$ cat config.mk
export PLATFORM = sky130hd
export DESIGN_NAME = i2c_slave_regif
export DESIGN_NICKNAME = d
export VERILOG_FILES = /design/src/rtl/i2c_slave_regif.sv
export SDC_FILE = /design/constraint.sdc
export NUM_CORES = 1
export LEC_CHECK = 0
export CORE_MARGIN = 3
export CORE_UTILIZATION = 50
export DETAILED_ROUTE_END_ITERATION = 12
export PLACE_DENSITY = 0.74
export SLEW_MARGIN = 20
export SYNTH_ARGS = -nofsm -noshare
export SYNTH_HDL_FRONTEND = slang
export SYNTH_SLANG_ARGS = --single-unit
$ cat constraint.sdc
create_clock -name clk -period 2.6 [get_ports clk]
set_input_delay 0.39 -clock clk [delete_from_list [all_inputs] [get_ports clk]]
set_output_delay 0.39 -clock clk [all_outputs]
set_load 0.05 [all_outputs]
$ cat src/rtl/i2c_slave_regif.sv
// I2C target exposing a byte-wide register space through one-cycle strobes.
// A pointer byte follows the device address; writes and reads auto-increment it.
module i2c_slave_regif #(
  parameter logic [6:0]  SLAVE_ADDR = 7'h50,
  parameter int unsigned ADDR_WIDTH = 8
) (
  input  logic                  clk,
  input  logic                  rst_n,
  input  logic                  scl_pad_i,
  input  logic                  sda_pad_i,
  output logic                  sda_pad_o,
  output logic                  sda_padoen_o,
  output logic [ADDR_WIDTH-1:0] reg_addr_o,
  output logic [7:0]            reg_wdata_o,
  output logic                  reg_we_o,
  output logic                  reg_re_o,
  input  logic [7:0]            reg_rdata_i,
  output logic                  busy_o
);

  typedef enum logic [3:0] {
    IDLE, ADDR, ADDR_ACK, PTR, PTR_ACK, WDATA, WDATA_ACK, RDATA, RDATA_ACK, WAIT_STOP
  } state_e;

  state_e                 state_q, state_d;
  logic [2:0]             sclSync_q, sdaSync_q;
  logic [3:0]             bitCnt_q, bitCnt_d;
  logic [7:0]             rxShift_q, rxShift_d;
  logic [7:0]             txShift_q, txShift_d;
  logic                   rw_q, rw_d;
  logic                   ack_q, ack_d;
  logic                   sdaOen_q, sdaOen_d;
  logic [ADDR_WIDTH-1:0]  addr_q, addr_d;
  logic [7:0]             wdata_q, wdata_d;
  logic                   busy_q, busy_d;
  logic                   msbPending_q, msbPending_d;
  logic                   rdLatch_q;
  logic                   reStrobe, weStrobe;
  logic                   sclRise, sclFall, sdaIn, startCond, stopCond;
  logic [7:0]             rxByte;

  // Bit [1] is the synchronized level, bit [2] the previous sample for edge detect.
  always_ff @(posedge clk or negedge rst_n) begin
    if (!rst_n) begin
      sclSync_q <= 3'b111;
      sdaSync_q <= 3'b111;
    end else begin
      sclSync_q <= {sclSync_q[1:0], scl_pad_i};
      sdaSync_q <= {sdaSync_q[1:0], sda_pad_i};
    end
  end

  assign sclRise   = sclSync_q[1] & ~sclSync_q[2];
  assign sclFall   = ~sclSync_q[1] & sclSync_q[2];
  assign sdaIn     = sdaSync_q[1];
  assign startCond = sclSync_q[1] & sclSync_q[2] & sdaSync_q[2] & ~sdaSync_q[1];
  assign stopCond  = sclSync_q[1] & sclSync_q[2] & ~sdaSync_q[2] & sdaSync_q[1];
  assign rxByte    = {rxShift_q[6:0], sdaIn};

  always_comb begin
    state_d      = state_q;
    bitCnt_d     = bitCnt_q;
    rxShift_d    = rxShift_q;
    txShift_d    = txShift_q;
    rw_d         = rw_q;
    ack_d        = ack_q;
    sdaOen_d     = sdaOen_q;
    addr_d       = addr_q;
    wdata_d      = wdata_q;
    busy_d       = busy_q;
    msbPending_d = msbPending_q;
    reStrobe     = 1'b0;
    weStrobe     = 1'b0;

    // Read data arrives one clock after the strobe; after a master ACK the MSB waits for it.
    if (rdLatch_q) begin
      txShift_d = reg_rdata_i;
      if (msbPending_q) begin
        sdaOen_d     = reg_rdata_i[7];
        msbPending_d = 1'b0;
      end
    end

    if (startCond) begin
      state_d      = ADDR;
      bitCnt_d     = '0;
      sdaOen_d     = 1'b1;
      msbPending_d = 1'b0;
    end else if (stopCond) begin
      state_d      = IDLE;
      bitCnt_d     = '0;
      sdaOen_d     = 1'b1;
      busy_d       = 1'b0;
      msbPending_d = 1'b0;
    end else begin
      if (sclRise && bitCnt_q != 4'd8 && (state_q inside {ADDR, PTR, WDATA, RDATA})) begin
        rxShift_d = rxByte;
        bitCnt_d  = bitCnt_q + 4'd1;
      end
      case (state_q)
        ADDR: begin
          if (sclFall && bitCnt_q == 4'd8) begin
            bitCnt_d = '0;
            if (rxShift_q[7:1] == SLAVE_ADDR) begin
              state_d  = ADDR_ACK;
              sdaOen_d = 1'b0;
              busy_d   = 1'b1;
              rw_d     = rxShift_q[0];
              reStrobe = rxShift_q[0];
            end else begin
              state_d = WAIT_STOP;
              busy_d  = 1'b0;
            end
          end
        end
        ADDR_ACK: begin
          if (sclFall) begin
            state_d  = rw_q ? RDATA : PTR;
            sdaOen_d = rw_q ? txShift_q[7] : 1'b1;
          end
        end
        PTR: begin
          if (sclFall && bitCnt_q == 4'd8) begin
            addr_d   = ADDR_WIDTH'(rxShift_q);
            sdaOen_d = 1'b0;
            bitCnt_d = '0;
            state_d  = PTR_ACK;
          end
        end
        PTR_ACK: begin
          if (sclFall) begin
            sdaOen_d = 1'b1;
            state_d  = WDATA;
          end
        end
        WDATA: begin
          if (sclRise && bitCnt_q == 4'd7) wdata_d = rxByte;
          if (sclFall && bitCnt_q == 4'd8) begin
            weStrobe = 1'b1;
            sdaOen_d = 1'b0;
            bitCnt_d = '0;
            state_d  = WDATA_ACK;
          end
        end
        WDATA_ACK: begin
          if (sclFall) begin
            sdaOen_d = 1'b1;
            addr_d   = addr_q + ADDR_WIDTH'(1);
            state_d  = WDATA;
          end
        end
        RDATA: begin
          // ~bitCnt selects bit 7-n: bit 7 went out on entry, bits 6..0 follow each fall.
          if (sclFall && bitCnt_q == 4'd8) begin
            sdaOen_d = 1'b1;
            bitCnt_d = '0;
            state_d  = RDATA_ACK;
          end else if (sclFall && bitCnt_q != 4'd0) begin
            sdaOen_d = txShift_q[~bitCnt_q[2:0]];
          end
        end
        RDATA_ACK: begin
          if (sclRise) begin
            ack_d = sdaIn;
            if (!sdaIn) addr_d = addr_q + ADDR_WIDTH'(1);
          end else if (sclFall) begin
            if (!ack_q) begin
              state_d      = RDATA;
              reStrobe     = 1'b1;
              msbPending_d = 1'b1;
            end else begin
              state_d = WAIT_STOP;
            end
          end
        end
        IDLE, WAIT_STOP: ;
        default: ;
      endcase
    end
  end

  always_ff @(posedge clk or negedge rst_n) begin
    if (!rst_n) begin
      state_q      <= IDLE;
      bitCnt_q     <= '0;
      rxShift_q    <= '0;
      txShift_q    <= '0;
      rw_q         <= 1'b0;
      ack_q        <= 1'b1;
      sdaOen_q     <= 1'b1;
      addr_q       <= '0;
      wdata_q      <= '0;
      busy_q       <= 1'b0;
      msbPending_q <= 1'b0;
      rdLatch_q    <= 1'b0;
    end else begin
      state_q      <= state_d;
      bitCnt_q     <= bitCnt_d;
      rxShift_q    <= rxShift_d;
      txShift_q    <= txShift_d;
      rw_q         <= rw_d;
      ack_q        <= ack_d;
      sdaOen_q     <= sdaOen_d;
      addr_q       <= addr_d;
      wdata_q      <= wdata_d;
      busy_q       <= busy_d;
      msbPending_q <= msbPending_d;
      rdLatch_q    <= reStrobe;
    end
  end

  assign sda_pad_o    = 1'b0;
  assign sda_padoen_o = sdaOen_q;
  assign reg_addr_o   = addr_q;
  assign reg_wdata_o  = wdata_q;
  assign reg_we_o     = weStrobe;
  assign reg_re_o     = reStrobe;
  assign busy_o       = busy_q;

endmodule

==> results by group, run 1 <==
STA
  • Hold Fails Final Rpt: 0
  • Max-slew headroom: 45.1%
  • Least-Margin Pin Slew: 0.819 ns
  • Fin crit share: 94.9%
  • Final setup viols: 0
  • Max Transition Viols Final: 0
  • Fin Clk Skew: 0.00564 ns
  • Post-route minimum period: 2.47 ns
  • RSZ-0062 raised after global routing: no
  • Setup TNS: 0 ns
  • Fmax: 405 MHz

CTS
  • TritonCTS clock tree: done
  • CTS sink count: 52
  • Post-CTS Hold Fix Bufs: 0
  • Root buf cell: clkbuf_8
  • Clk pin slew, worst setup/hold paths: 0.09 ns
  • Clock insertion delay at the later pin of the skew report: 0.31 ns
  • H-tree depth: 2
  • Post-CTS setup buffers: 0
  • Max Buffers Root-to-Sink: 2
  • TritonCTS buffer count: 5

Floorplanning
  • Die height: 79.1 microns
  • Die area: 0.00625 sq mm
  • Initial core utilization: 54.0%
  • Cell Rows: 25
  • CORE AREA: 0.00494 sq mm
  • I/O pin count: 33
  • Die width: 79.1 microns

Place
  • GP Congestion: 0.959
  • DPL Wire Length: 4070 microns
  • Dpl cells: 347
  • Port bufs: 31

Logic synthesis
  • Seq/Total Area, Yosys: 49.1%
  • Yosys warns: 0
  • Post-synthesis cell area: 0.00267 sq mm
  • Post-synth top area share: 41.2%
  • Mean Syn Cell Area: 10.6 sq um
  • Syn_nets: 266
  • Yosys cell types: 52
  • Async set-reset flop share out of synthesis: 100%
  • Gate Count Post-Synth: 251
  • Synth area leader: dfrtp_1
  • Post-synth EDFFs: 0
  • Top FF cell, synth: dfrtp_1
  • Synthesized flop and latch total: 52
  • Ranking of synthesized cells by area: dfrtp_1 41%, mux2_2 10%, dfstp_2 7.9%, nand2_1 3.5%, a21oi_1 2.6%

Pwr
  • Total power: 3.25 mW
  • Leakage power: 1.35 nW
  • Power Density: 1020 mW/mm^2
  • Worst-case vdd ir drop: 0.605 mV

Route
  • Highest metal used: met4
  • Vias: 2036
  • TritonRoute pass-1 iters: 4
  • DR WL met2: 2550 microns
  • DR WL/cell: 16.0 microns
  • DRC Markers: 0
  • Vias per cell: 5.74
  • Initial drt markers: 175
  • Final ANT Viol Nets: 0
  • DRT met1 WL: 2830 microns
  • Total Wirelength: 5680 microns
  • Met3 wire length: 240 microns

Layout
  • Final #Nets: 302
  • Area of the multi-input gates: 0.00130 sq mm
  • Fill count: 417
  • Area grow syn2layout: 19.7%
  • Most common cell after layout, fill and taps aside: dfrtp_1
  • Register Area: 0.00131 sq mm
  • Post-Layout Cell Count: 355
  • Ratio of cells with drive above 1 in the final layout: 23.6%
  • Commonest non-fill, non-tap cells in the layout: 43 x dfrtp_1, 28 x clkdlybuf4s50_1, 25 x nand2_1, 24 x mux2_2, 17 x nor2_1
  • Diodes inserted: 0

Critical path
  • Req. time, crit path: 2.21 ns
  • Critical Path Fanout Max: 5
  • Crit-path cells: inv_1 -> ha_1 -> and3b_2 -> nand3_2 -> nor4_4 -> nand2_1 -> nand2_1 -> buf_12
  • Most used cell, CP: nand2_1
  • CP max stage cell: dfrtp_2
  • Reg2Reg Depth: 6
  • Crit-path max cell delay: 0.46 ns
  • WS Path Type: flip-flop to output port
  • Worst Setup End Kind: output port
  • Arr. time, crit path: 2.08 ns
  • CP Launch Type: flip-flop

Min path
  • Hold Crit Class: input port to async pin

Global routing
  • Largest net degree at the start of global routing: 53
  • All-Layer GR Usage: 20.1%
  • Global-route wire length before repair: 9920 microns
  • Gr ovfl total: 0
  • Vias in the first global route: 2037
  • Initial antenna violation count: 0

Run
  • Max_cap viols: 0

Outcome
  • Outcome: finished clean
[worst max-delay path: cells and delay by family, from the launching register on]
family,cells,cell delay [ns]
AND/OR/NAND/NOR,5,0.87
buffers and inverters,2,0.25
adder cells (fa/ha/maj),1,0.19
flip-flops,1,0.46
[final cells by class]
class | count | share of cell area (%)
sequential | 52 | 41.1
multi-input combinational | 180 | 40.6
timing repair buffer | 40 | 11.9
tap | 67 | 2.62
clock buffer | 5 | 2.15
inverter | 8 | 0.940
clock inverter | 3 | 0.666
[registers in the layout (all words and copies together), names as in the netlist, 3 cells and up]
register	cells
sdaSync_q	3
state_q	4
sclSync_q	3
bitCnt_q	4
rxShift_q	8
reg_addr_o	8
reg_wdata_o	8
txShift_q	8
[synth_stat cells, types with 2 or more instances]
master     n
mux2_2    24
a31o_2     2
nand3_1    9
nor4_1     4
clkbuf_1   7
o22ai_1    2
nand2_1   25
mux2i_1    5
xnor2_1    3
dfstp_2    8
nor2b_1    5
o31ai_1    3
nand2b_1   8
a21oi_1   14
ha_1       3
inv_1      8
dfrtp_1   44
buf_6      2
mux4_2     2
a22o_1     2
nor3b_1    2
nor2_1    17
nor3_1     5
a211oi_1   4
o21ai_0    8
or2_2      3
nor4b_1    2
nand4_1    5
o21a_1     2
[repair_timing]
item | in CTS | in global routing
pin swaps | 0 | 1
setup endpoints to repair | 1 | 1
gates resized for setup | 2 | 4
[per-layer routing]
| layer | track usage (%) | up-vias |
|---|---|---|
| li1 | - | 983 |
| met1 | 29.9 | 1001 |
| met2 | 29.3 | 46 |
| met3 | 4.08 | 6 |
| met4 | 6.36 | 0 |
| met5 | 0 | - |
[through the flow]
stage	setup slack (ns)	utilization, %	hold slack (ns)	area, sq um
after CTS	0.0120	64.3	0.202	3180
after floorplan	0.363	-	0.0944	2680
after global placement	0.392	62.3	0.346	3080
final	0.134	64.7	0.187	3200
after detailed placement	0.325	62.3	0.350	3080
after global routing	0.00580	64.7	0.229	3200
[path summary, 6_finish.rpt]
| check | from | endpoint | slack [ns] |
|---|---|---|---|
| max | bitCnt_q[0] | reg_re_o | 0.13 |
| min reg2reg | sdaSync_q[0] | sdaSync_q[1] | 0.36 |
| min | rst_n | busy_o | 0.19 |
| min in group clk | sdaSync_q[0] | sdaSync_q[1] | 0.36 |
| max in group asynchronous | rst_n | bitCnt_q[0] | 1.97 |
| max reg2reg | sdaSync_q[1] | state_q[3] | 0.38 |
[cells by family after synthesis]
kind of cell	after synthesis	share of synthesized area (%)
AOI/OAI and AO/OA	48	12.7
xor gates and xnor gates	4	1.31
adders and majority gates	3	1.41
buffers and inverters	19	3.37
DFF	52	49.1
muxes	31	13.7
other	1	0.140
and+or+nand+nor	93	18.3
[power breakdown]
group | internal, mW | switching, mW
combinational | 0.654 | 0.829
clock | 0.191 | 0.270
sequential | 1.04 | 0.262
(Power assumes the default switching activity.)
==> inputs of run 2 (changes only) <==
--- a/config.mk
+++ b/config.mk
@@ -5,11 +5,11 @@
 export SDC_FILE = /design/constraint.sdc
 export NUM_CORES = 1
 export LEC_CHECK = 0
+export CAP_MARGIN = 20
 export CORE_MARGIN = 3
 export CORE_UTILIZATION = 50
 export DETAILED_ROUTE_END_ITERATION = 12
 export PLACE_DENSITY = 0.74
-export SLEW_MARGIN = 20
 export SYNTH_ARGS = -nofsm -noshare
 export SYNTH_HDL_FRONTEND = slang
 export SYNTH_SLANG_ARGS = --single-unit
==> results of run 2 <==
The final DEF is identical to that of run 1; final timing and power are the same.
==> inputs of run 3 (changes only) <==
--- a/config.mk
+++ b/config.mk
@@ -6,8 +6,9 @@
 export NUM_CORES = 1
 export LEC_CHECK = 0
 export CAP_MARGIN = 20
-export CORE_MARGIN = 3
+export CORE_MARGIN = 8
 export CORE_UTILIZATION = 50
+export CTS_CLUSTER_DIAMETER = 200
 export DETAILED_ROUTE_END_ITERATION = 12
 export PLACE_DENSITY = 0.74
 export SYNTH_ARGS = -nofsm -noshare
==> run 3 against run 2 <==
Against the previous run:
- count of clock-buffer cells in the layout unchanged
- core utilization decreased by 1.7 points
- combinational power about the same
- non-clock buffer count increased by 3
- clock skew increased by 0.0035 ns
- first-iteration DRC count decreased by 22%
- worst setup slack got worse by 0.012 ns
- global-route usage decreased by 3.9 points
- total power increased by 1.0%
- critical path depth unchanged
- maximum frequency decreased by 0.50%
- register-to-register slack got worse by 0.05 ns
- largest power group unchanged
==> results by group, run 3 (same netlist as run 1, synthesis figures left out) <==
Run
  • Max_cap viols: 0

STA
  • Max Transition Viols Final: 0
  • Post-route minimum period: 2.48 ns
  • Least-Margin Pin Slew: 0.767 ns
  • Final setup viols: 0
  • Fin Clk Skew: 0.00910 ns
  • Fmax: 403 MHz
  • Setup TNS: 0 ns
  • Max-slew headroom: 48.6%
  • Hold Fails Final Rpt: 0
  • Fin crit share: 95.3%

Route
  • DRC Markers: 0
  • Final ANT Viol Nets: 0
  • TritonRoute pass-1 iters: 4
  • Vias: 2058
  • Initial drt markers: 137
  • Vias per cell: 5.70
  • Total Wirelength: 5890 microns
  • DR WL/cell: 16.3 microns

CTS
  • Clock insertion delay at the later pin of the skew report: 0.31 ns
  • Clk pin slew, worst setup/hold paths: 0.10 ns
  • CTS sink count: 52
  • Max Buffers Root-to-Sink: 2
  • Post-CTS Hold Fix Bufs: 0
  • Root buf cell: clkbuf_8
  • TritonCTS buffer count: 5
  • TritonCTS clock tree: done
  • H-tree depth: 2

Outcome
  • Outcome: finished clean

Pwr
  • Worst-case vdd ir drop: 0.481 mV
  • Power Density: 1010 mW/mm^2
  • Leakage power: 1.36 nW

Layout
  • Commonest non-fill, non-tap cells in the layout: 42 x dfrtp_1, 28 x clkdlybuf4s50_1, 24 x nand2_1, 24 x mux2_2, 17 x nor2_1
  • Final #Nets: 305
  • Most common cell after layout, fill and taps aside: dfrtp_1
  • Ratio of cells with drive above 1 in the final layout: 25.4%
  • Area grow syn2layout: 21.1%
  • Diodes inserted: 0
  • Post-layout util: 62.9%

Critical path
  • Critical Path Fanout Max: 5
  • Worst Setup End Kind: output port
  • Req. time, crit path: 2.21 ns
  • CP bufs+invs: 2
  • Crit-path max cell delay: 0.44 ns
  • CP Launch Type: flip-flop
  • CP max stage cell: dfrtp_2
  • WS Path Type: flip-flop to output port
  • Arr. time, crit path: 2.09 ns
  • Crit-path cells: inv_1 -> ha_1 -> and3b_2 -> nand3_2 -> nor4_4 -> nand2_1 -> nand2_2 -> buf_12
  • Top delay family on crit path: simple AND/OR/NAND/NOR gates

Floorplanning
  • Die height: 89.1 microns
  • Die area: 0.00793 sq mm
  • Initial core utilization: 51.9%
  • CORE AREA: 0.00514 sq mm
  • Die width: 89.1 microns
  • Cell Rows: 26
  • I/O pin count: 33

Global routing
  • Initial antenna violation count: 0
  • All-Layer GR Usage: 16.2%
  • Gr ovfl total: 0
  • Global-route wire length before repair: 10100 microns
  • Vias in the first global route: 2084
  • Largest net degree at the start of global routing: 30

Min path
  • Hold Crit Class: input port to async pin

Place
  • GP Congestion: 0.903
  • DPL Wire Length: 4290 microns
  • Port bufs: 31
-- run 3: path summary, 6_finish.rpt --
kind	startpoint	slack [ns]	cells past startpoint	end
min reg2reg	sdaSync_q[0]	0.36	0	sdaSync_q[1]
max in group asynchronous	rst_n	1.83	2	sda_padoen_o
max reg2reg	state_q[3]	0.33	6	reg_addr_o[0]
min in group clk	sdaSync_q[0]	0.36	0	sdaSync_q[1]
max	bitCnt_q[0]	0.12	8	reg_re_o
min	rst_n	0.09	1	reg_wdata_o[0]
-- run 3: layout make-up --
cell class	count	area (sq um)
fillers	444	1910
clock buffers	5	68.8
clock inverters	3	27.5
flip-flops and latches	52	1310
well taps	70	87.6
multi-input cells	180	1300
inverters	8	30.0
repair buffers	43	403
-- run 3: timing repair --
action                                 CTS  global route
setup buffers                            0             4
pin swaps                                1             1
setup endpoints to repair                1             1
endpoints found under the hold margin    0             0
resized for setup                        1             8
-- run 3: layer usage --
metal | vias to the layer above | part of all wire [%] | wire (microns) | global-route usage, %
li1 | 991 | - | - | -
met4 | 0 | 1.1 | 65 | 4.68
met5 | - | 0 | 0 | 0
met1 | 1002 | 49 | 2860 | 23.7
met2 | 60 | 46 | 2690 | 23.5
met3 | 5 | 4.7 | 276 | 3.22
-- run 3: report_power, final --
group          switching [mW]  total (mW)  internal, mW
logic                   0.822        1.48         0.656
clock network           0.286       0.484         0.198
registers               0.275        1.32          1.04
-- run 3: per-stage QoR --
step / setup slack, ns / instance area, sq um / hold slack, ns / power [mW] / cells
after floorplan: 0.363 / 2680 / 0.0944 / 2.37 / 251
after global placement: 0.385 / 3080 / 0.346 / 2.72 / 349
after detailed placement: 0.277 / 3080 / 0.347 / 2.76 / 349
after CTS: 0.0318 / 3180 / 0.0968 / 3.25 / 357
after global routing: -0.0184 / 3230 / 0.131 / 3.51 / 361
final: 0.121 / 3230 / 0.0895 / 3.28 / 361
